`src/rtl/irq_pending_ctrl.sv`:
```
// Interrupt-pending controller: rising-edge capture of request lines into a
// pending register, software masking, highest-index priority selection and a
// valid/ready presentation of one interrupt ID at a time.
module irq_pending_ctrl #(
    parameter int unsigned N  = 4,
    parameter int unsigned IW = $clog2(N)
) (
    input  logic          clk,
    input  logic          rst_n,
    input  logic [N-1:0]  req,
    input  logic          mask_wr,
    input  logic [N-1:0]  mask_in,
    output logic [N-1:0]  mask,
    output logic [N-1:0]  pending,
    output logic          irq_valid,
    output logic [IW-1:0] irq_id,
    input  logic          irq_ready,
    output logic          any_pending
);

    typedef enum logic {
        IDLE    = 1'b0,
        PRESENT = 1'b1
    } state_e;

    state_e        state_q, state_d;
    logic [N-1:0]  req_q, req_d;
    logic [N-1:0]  pending_q, pending_d;
    logic [N-1:0]  mask_q, mask_d;
    logic          irq_valid_q, irq_valid_d;
    logic [IW-1:0] irq_id_q, irq_id_d;

    logic [N-1:0]  rise;
    logic [N-1:0]  clr;
    logic [N-1:0]  eff;
    logic [IW-1:0] enc;
    logic          eff_zero;
    logic          handshake;

    // Highest-index priority encoder over the unmasked pending bits.
    always_comb begin
        eff      = pending_q & ~mask_q;
        eff_zero = ~|eff;
        enc      = '0;
        for (int unsigned i = 0; i < N; i++) begin
            if (eff[i]) begin
                enc = IW'(i);
            end
        end
    end

    // Next-state logic: edge capture, pending set/clear, mask load, presentation FSM.
    always_comb begin
        req_d       = req;
        mask_d      = mask_q;
        state_d     = state_q;
        irq_valid_d = irq_valid_q;
        irq_id_d    = irq_id_q;
        clr         = '0;

        rise      = req & ~req_q;
        handshake = irq_valid_q & irq_ready;

        if (handshake) begin
            clr[irq_id_q] = 1'b1;
        end
        // A fresh edge on the served line in the ack cycle keeps the bit set.
        pending_d = (pending_q & ~clr) | rise;

        if (mask_wr) begin
            mask_d = mask_in;
        end

        case (state_q)
            IDLE: begin
                if (!eff_zero) begin
                    state_d     = PRESENT;
                    irq_valid_d = 1'b1;
                    irq_id_d    = enc;
                end
            end
            PRESENT: begin
                // The presented ID is held until accepted: no preemption, no retraction.
                if (handshake) begin
                    state_d     = IDLE;
                    irq_valid_d = 1'b0;
                    irq_id_d    = '0;
                end
            end
            default: begin
                state_d     = IDLE;
                irq_valid_d = 1'b0;
                irq_id_d    = '0;
            end
        endcase
    end

    // State register with synchronous active-low reset.
    always_ff @(posedge clk) begin
        if (!rst_n) begin
            state_q     <= IDLE;
            req_q       <= '0;
            pending_q   <= '0;
            mask_q      <= '0;
            irq_valid_q <= 1'b0;
            irq_id_q    <= '0;
        end else begin
            state_q     <= state_d;
            req_q       <= req_d;
            pending_q   <= pending_d;
            mask_q      <= mask_d;
            irq_valid_q <= irq_valid_d;
            irq_id_q    <= irq_id_d;
        end
    end

    assign mask        = mask_q;
    assign pending     = pending_q;
    assign irq_valid   = irq_valid_q;
    assign irq_id      = irq_id_q;
    assign any_pending = ~eff_zero;

endmodule

```
`config.mk`:
```
export PLATFORM = sky130hd
export DESIGN_NAME = irq_pending_ctrl
export DESIGN_NICKNAME = d
export VERILOG_FILES = /design/src/rtl/irq_pending_ctrl.sv
export SDC_FILE = /design/constraint.sdc
export NUM_CORES = 1
export LEC_CHECK = 0
export BUFFER_PORTS_ARGS = -buffer_cell sky130_fd_sc_hd__buf_2
export CORE_MARGIN = 3
export CORE_UTILIZATION = 40
export CTS_CLUSTER_DIAMETER = 80
export DETAILED_ROUTE_END_ITERATION = 8
export PLACE_DENSITY = 0.67
export REMOVE_ABC_BUFFERS = 1
export SETUP_SLACK_MARGIN = 0.5
export SYNTH_ARGS = -nofsm -noshare
export SYNTH_HDL_FRONTEND = slang
export SYNTH_SLANG_ARGS = --single-unit
```
`constraint.sdc`:
```
create_clock -name clk -period 2.3 [get_ports clk]
set_input_delay 0.115 -clock clk [delete_from_list [all_inputs] [get_ports clk]]
set_output_delay 0.115 -clock clk [all_outputs]
set_load 0.02 [all_outputs]
```
==> run summary <==
STA
----------------------------------------------------------------------------
Worst setup skew after layout                                        3.68 ps
Min Hold Slack                                                       35.4 ps
Max-slew violation count                                                   0
Number of setup violations in the final report                             0
Time the worst path needs with I/O delays and setup                  1290 ps
Number of hold violations in the final report                              0
Peak clock frequency supported by timing                             775 MHz
Final worst slack                                                    1010 ps
TNS Setup                                                               0 ps
Part of the cycle the worst path needs                                 56.1%
Max-slew headroom at the worst pin                                     80.3%
Setup repair after global routing missed its margin                    false
Slew at the pin closest to its max-slew limit                         295 ps

CELLS AND AREA
----------------------------------------------------------------------------
Final net count                                                          105
Most common library cell in the layout ignoring fill and taps          buf_2
Antenna cell count                                                         0
Post-layout instance count excluding filler cells                        106
Area overhead of the layout relative to synthesis                      23.4%
Share of post-route cells with drive strength above 1                  35.2%
Most frequent cells in the layout                               buf_2 (23), dfxtp_1 (16), nor2_1 (6), nand2b_1 (5), a21oi_1 (5)

POWER
----------------------------------------------------------------------------
Switching share of power                                               30.4%
Internal power of the cells                                       0.000413 W
Sequential share of power                                              55.3%
VDD IR max                                                        0.000513 V
Power density over cell area                                     745 nW/um^2
Total Power Consumption                                           0.000594 W
Static leakage power                                                0.372 nW
Net switching power                                               0.000181 W
Combinational power share                                              20.0%
Clock power share                                                      24.7%

SYNTH
----------------------------------------------------------------------------
Area fraction of the dominant cell type after synthesis                49.6%
Post-synthesis cell area                                            646 um^2
Synthesized instance count                                                66
Number of synthesis warnings                                               0
Mux contribution to synthesized area                                   6.20%
Synthesized-area fraction occupied by xor and xnor cells                  0%
Area share of and/or/nand/nor cells after synthesis                    27.3%
Adder-cell area share of the yosys netlist                                0%
Post-synthesis compound-gate area fraction                             14.9%
Synthesized flop and latch total                                          16
Main combinational cell family by area after synthesis          simple AND/OR/NAND/NOR gates
Largest area contributor in the synthesized netlist                  dfxtp_1
Syn Area/Cell                                                      9.78 um^2
Sequential fraction of the synthesis area                              49.6%
Distinct cells, synth                                                     24
Dominant cells by area after synthesis                          dfxtp_1 (50%), mux2i_1 (6.2%), nand2b_1 (4.8%)

DETAILED ROUTING
----------------------------------------------------------------------------
Total via count in the routed design                                     563
Number of iterations in the first detailed-routing pass                    4
Routed WL per cell                                                   12.6 um
Met3 wire length                                                       93 um
Initial drt markers                                                        7
Via density per instance                                                5.31
DRC viols                                                                  0
Highest signal layer in the routed design                               met4
Wire length on met1                                                   607 um
Number of antenna-violating nets in the routed design                      0
DR WL met2                                                            598 um
Routed wire length                                                   1330 um

FLOORPLAN
----------------------------------------------------------------------------
Floorplan die height                                                 46.2 um
Placeable core region                                              1400 um^2
Number of rows in the core area                                           13
Horiz. Die Dim                                                       46.2 um
Floorplan die area                                                 2130 um^2
Starting density of the core                                           46.2%
I/O pin count                                                             24

SETUP PATH
----------------------------------------------------------------------------
Total buffers and inverters traversed by the critical path                 1
Worst EP arrival                                                     1170 ps
Nature of the critical path startpoint                              register
Class of the most critical setup path                           register to output pin
Max FO, Critical Path                                                      3
CP Capture Type                                                   output pin
Data required, critical path                                         2180 ps
Top Family by Delay on Critical Path                              flip-flops
Largest stage delay on the critical path                              360 ps
Cells along the critical path                                   nand2b_1, nand4_2, buf_2
Cell with the largest stage delay on the worst path                  dfxtp_1

CLOCKING
----------------------------------------------------------------------------
Clock tree buffer depth                                                    2
CTS buffer count                                                           3
Root buffer selected by CTS                                         clkbuf_4
Number of sinks on the clock net                                          16
Hold buffer count at CTS                                                   0
Skew-Pair Late Insertion Delay                                        290 ps
CTS clk-pin slew, worst paths                                          80 ps
Number of buffers added for setup after CTS                                0
CTS H-tree lvls                                                            1
CTS tree                                                                 yes
Post-CTS sizing                                                            0

GRT
----------------------------------------------------------------------------
Wire length of the first global-routing pass                         2030 um
Maximum number of pins on one net before global-route repair              11
Number of global-route vias before repair                                479
GRT Util Overall                                                       13.9%
Initial antenna violation count                                            0
Global-route congestion overflow total                                     0

WORST HOLD PATH
----------------------------------------------------------------------------
Worst hold-check path type                                      input pin to register

PLACE
----------------------------------------------------------------------------
DP Cell Count                                                            103
Global placer's final weighted congestion                              0.674
Detailed Place HPWL                                                  1020 um
Placement-stage worst setup slack                                    1270 ps
Quantity of I/O buffers inserted on ports                                 23

FLOW RUN
----------------------------------------------------------------------------
Count of maximum capacitance violations                                    0

STATUS
----------------------------------------------------------------------------
Result of the run                                                  completed

-- Yosys cell counts, drive strengths merged --
cell / number
a21oi: 5
a221oi: 2
a32o: 1
and2: 4
and2b: 1
buf: 1
dfxtp: 16
inv: 2
mux2i: 4
nand2: 4
nand2b: 6
nand3: 4
nand4: 2
nand4b: 1
nor2: 7
nor2b: 2
o211a: 1
o21ai: 1
o2bb2ai: 1
o31ai: 1
-- cell type report --
cell class / instances / area [um^2]
clock buffer: 3 / 22.5
fill: 131 / 602
inverter: 2 / 7.51
multi-input combinational: 47 / 313
sequential: 16 / 320
tap: 15 / 18.8
timing repair buffer: 23 / 115
-- logic make-up after synthesis --
family,count (synthesis)
DFF,16
muxes,4
AOI/OAI and AO/OA,12
and+or+nand+nor,31
buffers and inverters,3
-- worst register-to-register path: cells and delay by family (launching register included) --
| kind | cells | cell delay [ps] |
|---|---|---|
| DFF | 1 | 360 |
| AOI/OAI and AO/OA | 1 | 240 |
| and+or+nand+nor | 2 | 330 |
-- routing by layer --
metal | track usage (%) | vias to the layer above
li1 | - | 287
met1 | 16.7 | 253
met2 | 21.7 | 18
met3 | 3.52 | 5
met4 | 8.52 | 0
met5 | 0 | -
-- state kept, by name, indices dropped and copies added, names as in the netlist --
| signal | flops |
|---|---|
| req_q | 4 |
| mask | 4 |
| irq_id | 2 |
| pending | 4 |
| state_q | 1 |
| irq_valid | 1 |
-- path summary, 6_finish.rpt --
kind / slack (ps) / depth (start not counted) / endpoint / startpoint
worst max register to register: 1270 / 3 / irq_valid / mask[0]
worst min register to register: 490 / 2 / pending[0] / req_q[0]
worst max-delay path: 1010 / 3 / any_pending / mask[0]
worst min-delay path: 40 / 2 / req_q[1] / req[1]
-- power by group through the flow --
| stage | Combinational, W | Clock, W | Sequential [W] |
|---|---|---|---|
| after floorplan | 0.0000564 | 0 | 0.000351 |
| after global placement | 0.000119 | 0 | 0.000334 |
| after detailed placement | 0.000120 | 0 | 0.000334 |
| after CTS | 0.000121 | 0.000151 | 0.000328 |
| after global routing | 0.000130 | 0.000161 | 0.000332 |
| final | 0.000119 | 0.000147 | 0.000328 |
-- per-stage QoR --
stage | utilization (%) | instance area, um^2
final | 57.0 | 797
after global routing | 57.0 | 797
after CTS | 57.0 | 797
after detailed placement | 55.4 | 774
after global placement | 55.4 | 774
after floorplan | - | 641
Power figures use the tool's default switching activity.
